--- src/rtl/roi_color_accumulator_pkg.sv ---
// Shared colour-statistics types: colour codes, accumulator FSM states, pixel classes, counters.
// Imported by the accumulator, the colour stabiliser and the game logic controller.
package dice_color_pkg;

  localparam int CNT_W = 15;

  typedef enum logic [1:0] {
    RED   = 2'd0,
    GREEN = 2'd1,
    BLUE  = 2'd2,
    NONE  = 2'd3
  } color_t;

  typedef enum logic [1:0] {
    WAIT_FRAME = 2'd0,
    ACCUM      = 2'd1,
    DECIDE     = 2'd2,
    PUBLISH    = 2'd3
  } acc_state_t;

  typedef enum logic [2:0] {
    PIX_RED   = 3'd0,
    PIX_GREEN = 3'd1,
    PIX_BLUE  = 3'd2,
    PIX_WHITE = 3'd3,
    PIX_OTHER = 3'd4
  } pix_class_t;

  typedef logic [CNT_W-1:0] cnt_t;

  typedef struct packed {
    cnt_t red;
    cnt_t green;
    cnt_t blue;
    cnt_t white;
  } counts_t;

  // Saturating increment: a counter at all-ones stays there.
  function automatic cnt_t sat_inc(input cnt_t c);
    return (c == '1) ? c : c + 1'b1;
  endfunction

endpackage

--- src/rtl/roi_color_accumulator_if.sv ---
// Scan-side inputs (sync, coordinates, frame-buffer data) and per-frame result outputs.
// master = VGA syncher / frame buffer / stabiliser side, slave = accumulator.
interface roi_color_accumulator_if;
  import dice_color_pkg::*;

  logic        DE;
  logic [9:0]  x_pixel;
  logic [9:0]  y_pixel;
  logic [15:0] pixel_rgb;

  color_t      frame_color;
  logic        white_flag;
  logic        frame_valid;
  cnt_t        red_cnt;
  cnt_t        green_cnt;
  cnt_t        blue_cnt;
  cnt_t        white_cnt;

  modport master (
    output DE, x_pixel, y_pixel, pixel_rgb,
    input  frame_color, white_flag, frame_valid,
    input  red_cnt, green_cnt, blue_cnt, white_cnt
  );

  modport slave (
    input  DE, x_pixel, y_pixel, pixel_rgb,
    output frame_color, white_flag, frame_valid,
    output red_cnt, green_cnt, blue_cnt, white_cnt
  );

endinterface

--- src/rtl/roi_color_accumulator_classifier.sv ---
// Combinational RGB565-to-class map (white > red > green > blue > other); zero latency, no flow control.
module pixel_classifier
  import dice_color_pkg::*;
#(
  parameter logic [3:0] TH_HI    = 4'd10,
  parameter logic [3:0] TH_LO    = 4'd6,
  parameter logic [3:0] WHITE_TH = 4'd12
) (
  input  logic [15:0] rgb,
  output pix_class_t  pix_class
);

  logic [3:0] r;
  logic [3:0] g;
  logic [3:0] b;
  logic       unused_lsbs;

  // Top four bits of each RGB565 channel; the remaining LSBs are noise for classification.
  assign r = rgb[15:12];
  assign g = rgb[10:7];
  assign b = rgb[4:1];
  assign unused_lsbs = ^{rgb[11], rgb[6:5], rgb[0]};

  always_comb begin
    pix_class = PIX_OTHER;
    if (r >= WHITE_TH && g >= WHITE_TH && b >= WHITE_TH) begin
      pix_class = PIX_WHITE;
    end else if (r >= TH_HI && g <= TH_LO && b <= TH_LO) begin
      pix_class = PIX_RED;
    end else if (g >= TH_HI && r <= TH_LO && b <= TH_LO) begin
      pix_class = PIX_GREEN;
    end else if (b >= TH_HI && r <= TH_LO && g <= TH_LO) begin
      pix_class = PIX_BLUE;
    end
  end

endmodule

--- src/rtl/roi_color_accumulator.sv ---
// Per-frame ROI colour counter; results + frame_valid appear two cycles after the last ROI pixel is sampled.
// No backpressure: frame_valid is a one-cycle strobe the consumer must take when it fires.
module roi_color_accumulator
  import dice_color_pkg::*;
#(
  parameter logic [9:0] ROI_X_START = 10'd100,
  parameter logic [9:0] ROI_X_END   = 10'd220,
  parameter logic [9:0] ROI_Y_START = 10'd60,
  parameter logic [9:0] ROI_Y_END   = 10'd180,
  parameter logic [3:0] TH_HI       = 4'd10,
  parameter logic [3:0] TH_LO       = 4'd6,
  parameter logic [3:0] WHITE_TH    = 4'd12,
  parameter cnt_t       MIN_PIXELS  = 15'd1000
) (
  input  logic                    clk,
  input  logic                    reset,
  roi_color_accumulator_if.slave  bus
);

  logic       de_d;
  logic [9:0] x_d;
  logic [9:0] y_d;

  pix_class_t pix_class;
  logic       in_roi;
  logic       last_pix;
  logic       frame_start;

  acc_state_t state;
  acc_state_t state_nxt;
  logic       clr_cnt;
  logic       acc_en;
  logic       load_out;

  counts_t    cnt;
  cnt_t       max_cnt;
  color_t     win_color;
  color_t     dec_color;

  color_t     frame_color_q;
  logic       white_flag_q;
  logic       frame_valid_q;
  counts_t    cnt_out_q;

  // Coordinates are delayed one cycle to line up with the frame-buffer read data.
  always_ff @(posedge clk or negedge reset) begin
    if (!reset) begin
      de_d <= 1'b0;
      x_d  <= '0;
      y_d  <= '0;
    end else begin
      de_d <= bus.DE;
      x_d  <= bus.x_pixel;
      y_d  <= bus.y_pixel;
    end
  end

  pixel_classifier #(
    .TH_HI    (TH_HI),
    .TH_LO    (TH_LO),
    .WHITE_TH (WHITE_TH)
  ) u_classifier (
    .rgb       (bus.pixel_rgb),
    .pix_class (pix_class)
  );

  assign in_roi = de_d
               && (x_d >= ROI_X_START) && (x_d < ROI_X_END)
               && (y_d >= ROI_Y_START) && (y_d < ROI_Y_END);

  assign last_pix = in_roi
                 && (x_d == ROI_X_END - 10'd1)
                 && (y_d == ROI_Y_END - 10'd1);

  // Qualified by DE so the zeroed delay registers after reset cannot start a partial frame.
  assign frame_start = de_d && (y_d < ROI_Y_START);

  always_ff @(posedge clk or negedge reset) begin
    if (!reset) begin
      state <= WAIT_FRAME;
    end else begin
      state <= state_nxt;
    end
  end

  always_comb begin
    state_nxt = state;
    clr_cnt   = 1'b0;
    acc_en    = 1'b0;
    load_out  = 1'b0;
    unique case (state)
      WAIT_FRAME: begin
        if (frame_start) begin
          clr_cnt   = 1'b1;
          state_nxt = ACCUM;
        end
      end
      ACCUM: begin
        acc_en = in_roi;
        if (last_pix) begin
          state_nxt = DECIDE;
        end
      end
      DECIDE: begin
        load_out  = 1'b1;
        state_nxt = PUBLISH;
      end
      PUBLISH: begin
        state_nxt = WAIT_FRAME;
      end
      default: begin
        state_nxt = WAIT_FRAME;
      end
    endcase
  end

  always_ff @(posedge clk or negedge reset) begin
    if (!reset) begin
      cnt <= '0;
    end else if (clr_cnt) begin
      cnt <= '0;
    end else if (acc_en) begin
      case (pix_class)
        PIX_RED:   cnt.red   <= sat_inc(cnt.red);
        PIX_GREEN: cnt.green <= sat_inc(cnt.green);
        PIX_BLUE:  cnt.blue  <= sat_inc(cnt.blue);
        PIX_WHITE: cnt.white <= sat_inc(cnt.white);
        default:   ;
      endcase
    end
  end

  // Strictly-greater replacement keeps ties resolved red > green > blue.
  always_comb begin
    max_cnt   = cnt.red;
    win_color = RED;
    if (cnt.green > max_cnt) begin
      max_cnt   = cnt.green;
      win_color = GREEN;
    end
    if (cnt.blue > max_cnt) begin
      max_cnt   = cnt.blue;
      win_color = BLUE;
    end
    dec_color = (max_cnt >= MIN_PIXELS) ? win_color : NONE;
  end

  always_ff @(posedge clk or negedge reset) begin
    if (!reset) begin
      frame_color_q <= NONE;
      white_flag_q  <= 1'b0;
      frame_valid_q <= 1'b0;
      cnt_out_q     <= '0;
    end else begin
      frame_valid_q <= load_out;
      if (load_out) begin
        frame_color_q <= dec_color;
        white_flag_q  <= (cnt.white >= MIN_PIXELS);
        cnt_out_q     <= cnt;
      end
    end
  end

  assign bus.frame_color = frame_color_q;
  assign bus.white_flag  = white_flag_q;
  assign bus.frame_valid = frame_valid_q;
  assign bus.red_cnt     = cnt_out_q.red;
  assign bus.green_cnt   = cnt_out_q.green;
  assign bus.blue_cnt    = cnt_out_q.blue;
  assign bus.white_cnt   = cnt_out_q.white;

endmodule

--- src/flat_wrapper.sv ---
// flat-port wrapper written by rule: the top's interface ports become plain ports
module roi_color_accumulator_flat import dice_color_pkg::*;
#(
  parameter logic [9:0] ROI_X_START = 10'd100,
  parameter logic [9:0] ROI_X_END   = 10'd220,
  parameter logic [9:0] ROI_Y_START = 10'd60,
  parameter logic [9:0] ROI_Y_END   = 10'd180,
  parameter logic [3:0] TH_HI       = 4'd10,
  parameter logic [3:0] TH_LO       = 4'd6,
  parameter logic [3:0] WHITE_TH    = 4'd12,
  parameter cnt_t       MIN_PIXELS  = 15'd1000
)
  (clk, reset, bus_DE, bus_x_pixel, bus_y_pixel, bus_pixel_rgb, bus_frame_color, bus_white_flag, bus_frame_valid, bus_red_cnt, bus_green_cnt, bus_blue_cnt, bus_white_cnt);
  roi_color_accumulator_if bus_i ();
  input  logic clk;
  input  logic reset;
  input wire logic [$bits(bus_i.DE)-1:0] bus_DE;
  input wire logic [$bits(bus_i.x_pixel)-1:0] bus_x_pixel;
  input wire logic [$bits(bus_i.y_pixel)-1:0] bus_y_pixel;
  input wire logic [$bits(bus_i.pixel_rgb)-1:0] bus_pixel_rgb;
  output wire logic [$bits(bus_i.frame_color)-1:0] bus_frame_color;
  output wire logic [$bits(bus_i.white_flag)-1:0] bus_white_flag;
  output wire logic [$bits(bus_i.frame_valid)-1:0] bus_frame_valid;
  output wire logic [$bits(bus_i.red_cnt)-1:0] bus_red_cnt;
  output wire logic [$bits(bus_i.green_cnt)-1:0] bus_green_cnt;
  output wire logic [$bits(bus_i.blue_cnt)-1:0] bus_blue_cnt;
  output wire logic [$bits(bus_i.white_cnt)-1:0] bus_white_cnt;
  assign bus_i.DE = bus_DE;
  assign bus_i.x_pixel = bus_x_pixel;
  assign bus_i.y_pixel = bus_y_pixel;
  assign bus_i.pixel_rgb = bus_pixel_rgb;
  assign bus_frame_color = bus_i.frame_color;
  assign bus_white_flag = bus_i.white_flag;
  assign bus_frame_valid = bus_i.frame_valid;
  assign bus_red_cnt = bus_i.red_cnt;
  assign bus_green_cnt = bus_i.green_cnt;
  assign bus_blue_cnt = bus_i.blue_cnt;
  assign bus_white_cnt = bus_i.white_cnt;
  roi_color_accumulator #(.ROI_X_START(ROI_X_START), .ROI_X_END(ROI_X_END), .ROI_Y_START(ROI_Y_START), .ROI_Y_END(ROI_Y_END), .TH_HI(TH_HI), .TH_LO(TH_LO), .WHITE_TH(WHITE_TH), .MIN_PIXELS(MIN_PIXELS)) u_core (.clk(clk), .reset(reset), .bus(bus_i));
endmodule
--- config.mk ---
export PLATFORM = sky130hd
export DESIGN_NAME = roi_color_accumulator_flat
export DESIGN_NICKNAME = d
export VERILOG_FILES = /design/src/rtl/roi_color_accumulator_pkg.sv /design/src/rtl/roi_color_accumulator_if.sv /design/src/rtl/roi_color_accumulator_classifier.sv /design/src/rtl/roi_color_accumulator.sv /design/src/flat_wrapper.sv
export SDC_FILE = /design/constraint.sdc
export NUM_CORES = 1
export LEC_CHECK = 0
export CAP_MARGIN = 20
export CORE_MARGIN = 5
export CORE_UTILIZATION = 47
export DETAILED_ROUTE_END_ITERATION = 8
export GPL_ROUTABILITY_DRIVEN = 0
export HOLD_SLACK_MARGIN = 0.02
export PLACE_DENSITY = 0.71
export SLEW_MARGIN = 0
export SYNTH_ARGS = -nofsm -noshare
export SYNTH_HDL_FRONTEND = slang
export SYNTH_SLANG_ARGS = --single-unit
--- constraint.sdc ---
create_clock -name clk -period 11.5 [get_ports clk]
set_input_delay 1.725 -clock clk [delete_from_list [all_inputs] [get_ports clk]]
set_output_delay 1.725 -clock clk [all_outputs]
set_load 0.02 [all_outputs]
After elaboration in Yosys (flattened, before gate mapping):

Cells that the tools add are included.

* add/sub/neg operators: 4
* order comparisons: 18
* eq/ne operators: 18
* muxes and demuxes: 26
* reduce and logical (&&, ||, !) cells: 27

Operators by type and width (count)
* 2-to-1 mux 15 bit: 10
* 2-to-1 mux 60 bit: 2
* adder 15 x 1 -> 15 bit, second input constant: 4
* == test 15 bit, second input constant: 4
* greater-or-equal comparator 15 x 10 -> 1 bit, second input constant: 2
* > comparator 15 bit: 2
* greater-or-equal comparator 4 bit, second input constant: 6
* == test 10 x 8 -> 1 bit, second input constant: 2
* less-than comparator 10 x 8 -> 1 bit, second input constant: 2
* logical AND 1 bit: 15
* less-or-equal comparator 4 x 3 -> 1 bit, second input constant: 3
* 2-to-1 mux 3 bit: 4
* != test 2 x 1 -> 1 bit, second input constant: 6
* AND reduction 3 bit: 4
* greater-or-equal comparator 10 x 6 -> 1 bit, second input constant: 1
* greater-or-equal comparator 10 x 7 -> 1 bit, second input constant: 1
* less-than comparator 10 x 6 -> 1 bit, second input constant: 1
* nonzero test 2 bit: 5
* 2-to-1 mux 2 bit: 4
* one-hot mux 2 bit (4 select lines): 1
* == test 3 x 2 -> 1 bit, second input constant: 2
* 2-to-1 mux 1 bit: 5
* == test 2 bit, second input constant: 2
* == test 3 x 1 -> 1 bit, second input constant: 1
* 4 further kinds: 4

* register bits: 147
* bits of input ports: 39
* output and inout port bits: 64
* word-level logic and storage cells: 108

Depth between registers and ports, before layout:

* depth in word-level cells: 11
* depth in mapped cells: 18
* gate-level depth less buffers: 16

Cells and area by module:

A second synthesis with hierarchy kept.

* cell total of the unflattened synthesis: 665
* area, all modules: 7169.4 µm²

By module, submodules not included
* roi_color_accumulator: times used 1, cells each 653, area an instance 7090.6 µm²
* pixel_classifier: times used 1, cells each 12, area an instance 78.8 µm²

Worst setup path before layout:

No wires, ideal clock.

* kind: register -> register
* start point: register u_core.cnt[47] (netlist name)
* end point: register u_core.frame_color_q[0] (netlist: u_core.bus.frame_color[0])
* library setup time: 82 ps
* data arrival time: 3655 ps
* required time: 11418 ps
* path slack: 7762 ps
* stages on the path, launching flop included: 19
* path buffers: 2
* cell sequence: dfrtp_1 inv_1 ha_1 a21oi_1 a21oi_1 o31a_1 o31a_1 clkbuf_1 clkbuf_1 nor2_1 a21oi_1 ha_1 nand4_1 or4_1 nor3_1 a211oi_1 o21ai_0 o21ai_0 mux2_2

* word-level cells in the longest chain between the ends: 6
* elaborated cells on any way between the ends: 8
* classes of those cells: order compare: 3; mux: 5

RTL lines
* start: declaration: RTL line roi_color_accumulator.sv:35 `counts_t cnt;`
* > comparator 15 bit: RTL line roi_color_accumulator.sv:137 `if (cnt.green > max_cnt) begin`
* 2-to-1 mux 15 bit: RTL line roi_color_accumulator.sv:137
* > comparator 15 bit: RTL line roi_color_accumulator.sv:141 `if (cnt.blue > max_cnt) begin`
* 2-to-1 mux 15 bit: RTL line roi_color_accumulator.sv:141
* greater-or-equal comparator 15 x 10 -> 1 bit: RTL line roi_color_accumulator.sv:145 `dec_color = (max_cnt >= MIN_PIXELS) ? win_color : NONE;`
* 2-to-1 mux 2 bit *: RTL line roi_color_accumulator.sv:145
* end signal: assignment: RTL line roi_color_accumulator.sv:157 `frame_color_q <= dec_color;`
* end: declaration: RTL line roi_color_accumulator.sv:40 `color_t frame_color_q;`

Mark *: on every way between the ends. The rest lies on a longest branch, timed or not.
A chain may end at the register's enable or synchronous reset.

Worst setup path after layout:

* start point: register u_core.cnt[59] (netlist name)
* end point: register u_core.frame_color_q[0] (netlist: u_core.bus.frame_color[0])

The elaborated chain is that of the path after synthesis.

==> flow_summary.yaml <==
hold_path:
  worstHoldStart: "u_core.bus.red_cnt[13]$_DFFE_PN0P_"
  hold_path.class: "flip-flop to flip-flop"
detailed_routing:
  drt_pass1_iterations: 5
  drtAntennaViolNets: 0
  wl_per_cell_um: 16.4
  first_iter_violations: 293
  drc_errors: 0
  drt-vias-per-instance: 5.57
  vias: 5531
  wl_um: 16300
cts:
  cts-buffers-inserted: 17
  clock_path_buffers: 2
  cts_tree: "yes"
  h-tree-depth: 4
  clock_latency_ns: 0.43
  clkSlewWorstSetupHoldPaths_ns: 0.07
  cts-root-buf: "clkbuf_16"
  cts.sinks: 147
  post_cts_resized: 0
  postCtsSetupBuffers: 0
  ctsHoldBuffers: 0
timing:
  slew_viol_final: 0
  setup_viol: 0
  rsz0062_at_grt: "false"
  finalHoldViolCount: 0
  worstMarginPinSlew_ns: 0.992
  skew_ns: 0.00972
  finalWorstSetupSlack_ns: 7.18
  post-route-period-util_pct: 37.5
  max_freq_mhz: 232
  slew_headroom_pct: 33.9
  final.min_clock_period_ns: 4.32
  holdWs_ns: 0.504
  finalSetupTns_ns: 0
final_layout:
  stdcell_area_sq_um: 9130
  nets: 846
  drive_above_1_share_pct: 15.0
  final_util_pct: 59.8
  instances_no_fill: 993
  syn_to_final_growth_pct: 24.6
  diodes: 0
power:
  p_leak_nw: 3.98
  combPwrFrac_pct: 32.1
  powerDensity_nw_per_um2: 201
  power.share.clock_pct: 30.6
  p_int_mw: 1.21
  p_seq_share_pct: 37.3
  sw_frac_of_total_pct: 34.2
  finalPower_mw: 1.83
  max-vdd-ir-drop_mv: 0.127
  p_sw_uw: 628
synthesis:
  ys.flop_type: "dfrtp_1"
  postSynthCellCount: 674
  yosysSeqAreaShare_pct: 50.2
  postSynthAreaPerCell_sq_um: 10.9
  synth_edf_count: 0
  ys_ff_latch: 147
  syn_nets: 751
  ys_warn_count: 0
  netlist_area_sq_um: 7330
  synthDistinctLibCells: 56
  async_reset_ff_share_pct: 100
setup_path:
  path_cells: "inv_1 > ha_1 > nand4_1 > nor2_1 > o31a_1 > o31a_1 > a21oi_1 > ha_1 > nand4_1 > or4_1 > nor3_1 > a211oi_1 > o21ai_0 > o21ai_0 > mux2_2"
  path_class: "flip-flop to flip-flop"
  endpoint_kind: "flip-flop"
  slowest_delay_ns: 0.78
  cp_slowest_cell: "o31a_1"
  startpoint: "u_core.cnt[59]$_DFFE_PN0P_"
  r2r_start: "u_core.cnt[59]$_DFFE_PN0P_"
  arrival_ns: 4.68
  reg2reg_setup_slack_ns: 7.18
  cp_max_fo: 31
  crit_required_ns: 11.86
  start_kind: "flip-flop"
placed_design:
  hpwl_um: 11600
  post_dp_cell_area_sq_um: 8480
  place.port_buffers: 98
  pre_cts_ws_ns: 7.22
  placed_cells: 959
die:
  rows: 45
  die_y_um: 135
  num_io_pins: 103
  dieArea_sq_um: 18200
  core-area_sq_um: 15300
  start_util_pct: 48.0
  die_w_um: 135
grt:
  grt_pass1_wl_um: 27000
  antenna_found_initial: 0
  grt_max_degree: 81
  grt_pass1_vias: 5560
  grt_remaining_overflow: 0
  grt_usage_pct: 18.7
outcome:
  status: "complete, no violations"
flow_run:
  drv_cap: 0
layer usage:
metal,global-route usage (%),wire length (um),vias up
li1,-,-,2608
met1,22.9,6750,2702
met2,29.4,7860,181
met3,5.81,1110,40
met4,10.2,550,0
met5,0,0,-
state kept, by name (all words and copies together) (netlist names):
register	count
u_core.state	2
u_core.bus.green_cnt	15
u_core.bus.white_cnt	15
u_core.bus.frame_color	2
u_core.de_d	1
u_core.bus.red_cnt	15
u_core.bus.white_flag	1
u_core.cnt	60
u_core.y_d	10
u_core.x_d	10
u_core.bus.blue_cnt	15
u_core.bus.frame_valid	1
cells in the final DEF (no fill, tap or decap), drive strengths merged, types with 3 or more instances in the layout:
cell type,instances
dfrtp,145
clkdlybuf4s50,97
nor2,77
mux2,63
a21oi,38
ha,38
inv,37
nand2,34
nand3,25
xor2,23
nand4,22
o21ai,21
xnor2,20
clkbuf,18
nor3,15
or3,10
a211oi,9
and2,8
and3,8
o211ai,6
a31oi,5
buf,5
and4,4
mux2i,4
or4,4
nor4,4
a21o,3
o31a,3
nand2b,3
o2111ai,3
clkinvlp,3
cell type report:
cell class              count  area (sq um)
flip-flops and latches    147          3680
well taps                 211           264
repair buffers            102          1040
clock inverters            14           166
multi-input cells         471          3420
clock buffers              18           439
fillers                  1270          6130
inverters                  30           113
final timing paths:
check | endpoint | depth (start not counted)
max in group asynchronous | u_core.cnt[41]$_DFFE_PN0P_ | 3
worst max-delay path | u_core.bus.frame_color[0]$_DFFE_PN1P_ | 15
worst min register to register | u_core.bus.red_cnt[13]$_DFFE_PN0P_ | 1
worst max register to register | u_core.bus.frame_color[0]$_DFFE_PN1P_ | 15
min in group asynchronous | u_core.cnt[57]$_DFFE_PN0P_ | 1
worst min-delay path | u_core.bus.red_cnt[13]$_DFFE_PN0P_ | 1
power by group through the flow:
stage          Clock, mW  Sequential (mW)  Combinational (mW)
5_1_grt            0.597            0.699               0.649
3_5_place_dp           0            0.692               0.587
2_1_floorplan          0            0.720               0.349
4_1_cts            0.574            0.684               0.591
3_3_place_gp           0            0.686               0.562
6_report           0.562            0.684               0.588
critical path, delay by kind of cell, from the launching register on:
kind | cells | cell delay, ns
compound gates | 6 | 1.47
simple gates | 5 | 1.23
fa+ha+maj | 2 | 0.69
flops | 1 | 0.42
mux | 1 | 0.33
buf+inv | 1 | 0.12
synth_stat cells (20+ instances only):
master / instances / area (sq um)
nand3_1: 24 / 120
a21oi_1: 38 / 190
dfrtp_1: 145 / 3630
xnor2_1: 20 / 175
nand2_1: 34 / 128
mux2_2: 63 / 709
xor2_1: 23 / 201
nand4_1: 22 / 138
o21ai_0: 21 / 105
nor2_1: 77 / 289
ha_1: 38 / 475
inv_1: 30 / 113
kinds of logic (layout without fill, tap and decap cells):
logic type,count (synthesis),in the layout,synth area share (%)
and+or+nand+nor,220,220,15.2
DFF,147,147,50.2
AOI/OAI and AO/OA,103,103,9.56
muxes,67,67,10.2
buffers and inverters,56,164,3.14
xor gates and xnor gates,43,43,5.14
adders and majority gates,38,38,6.49
(Power assumes the default switching activity.)
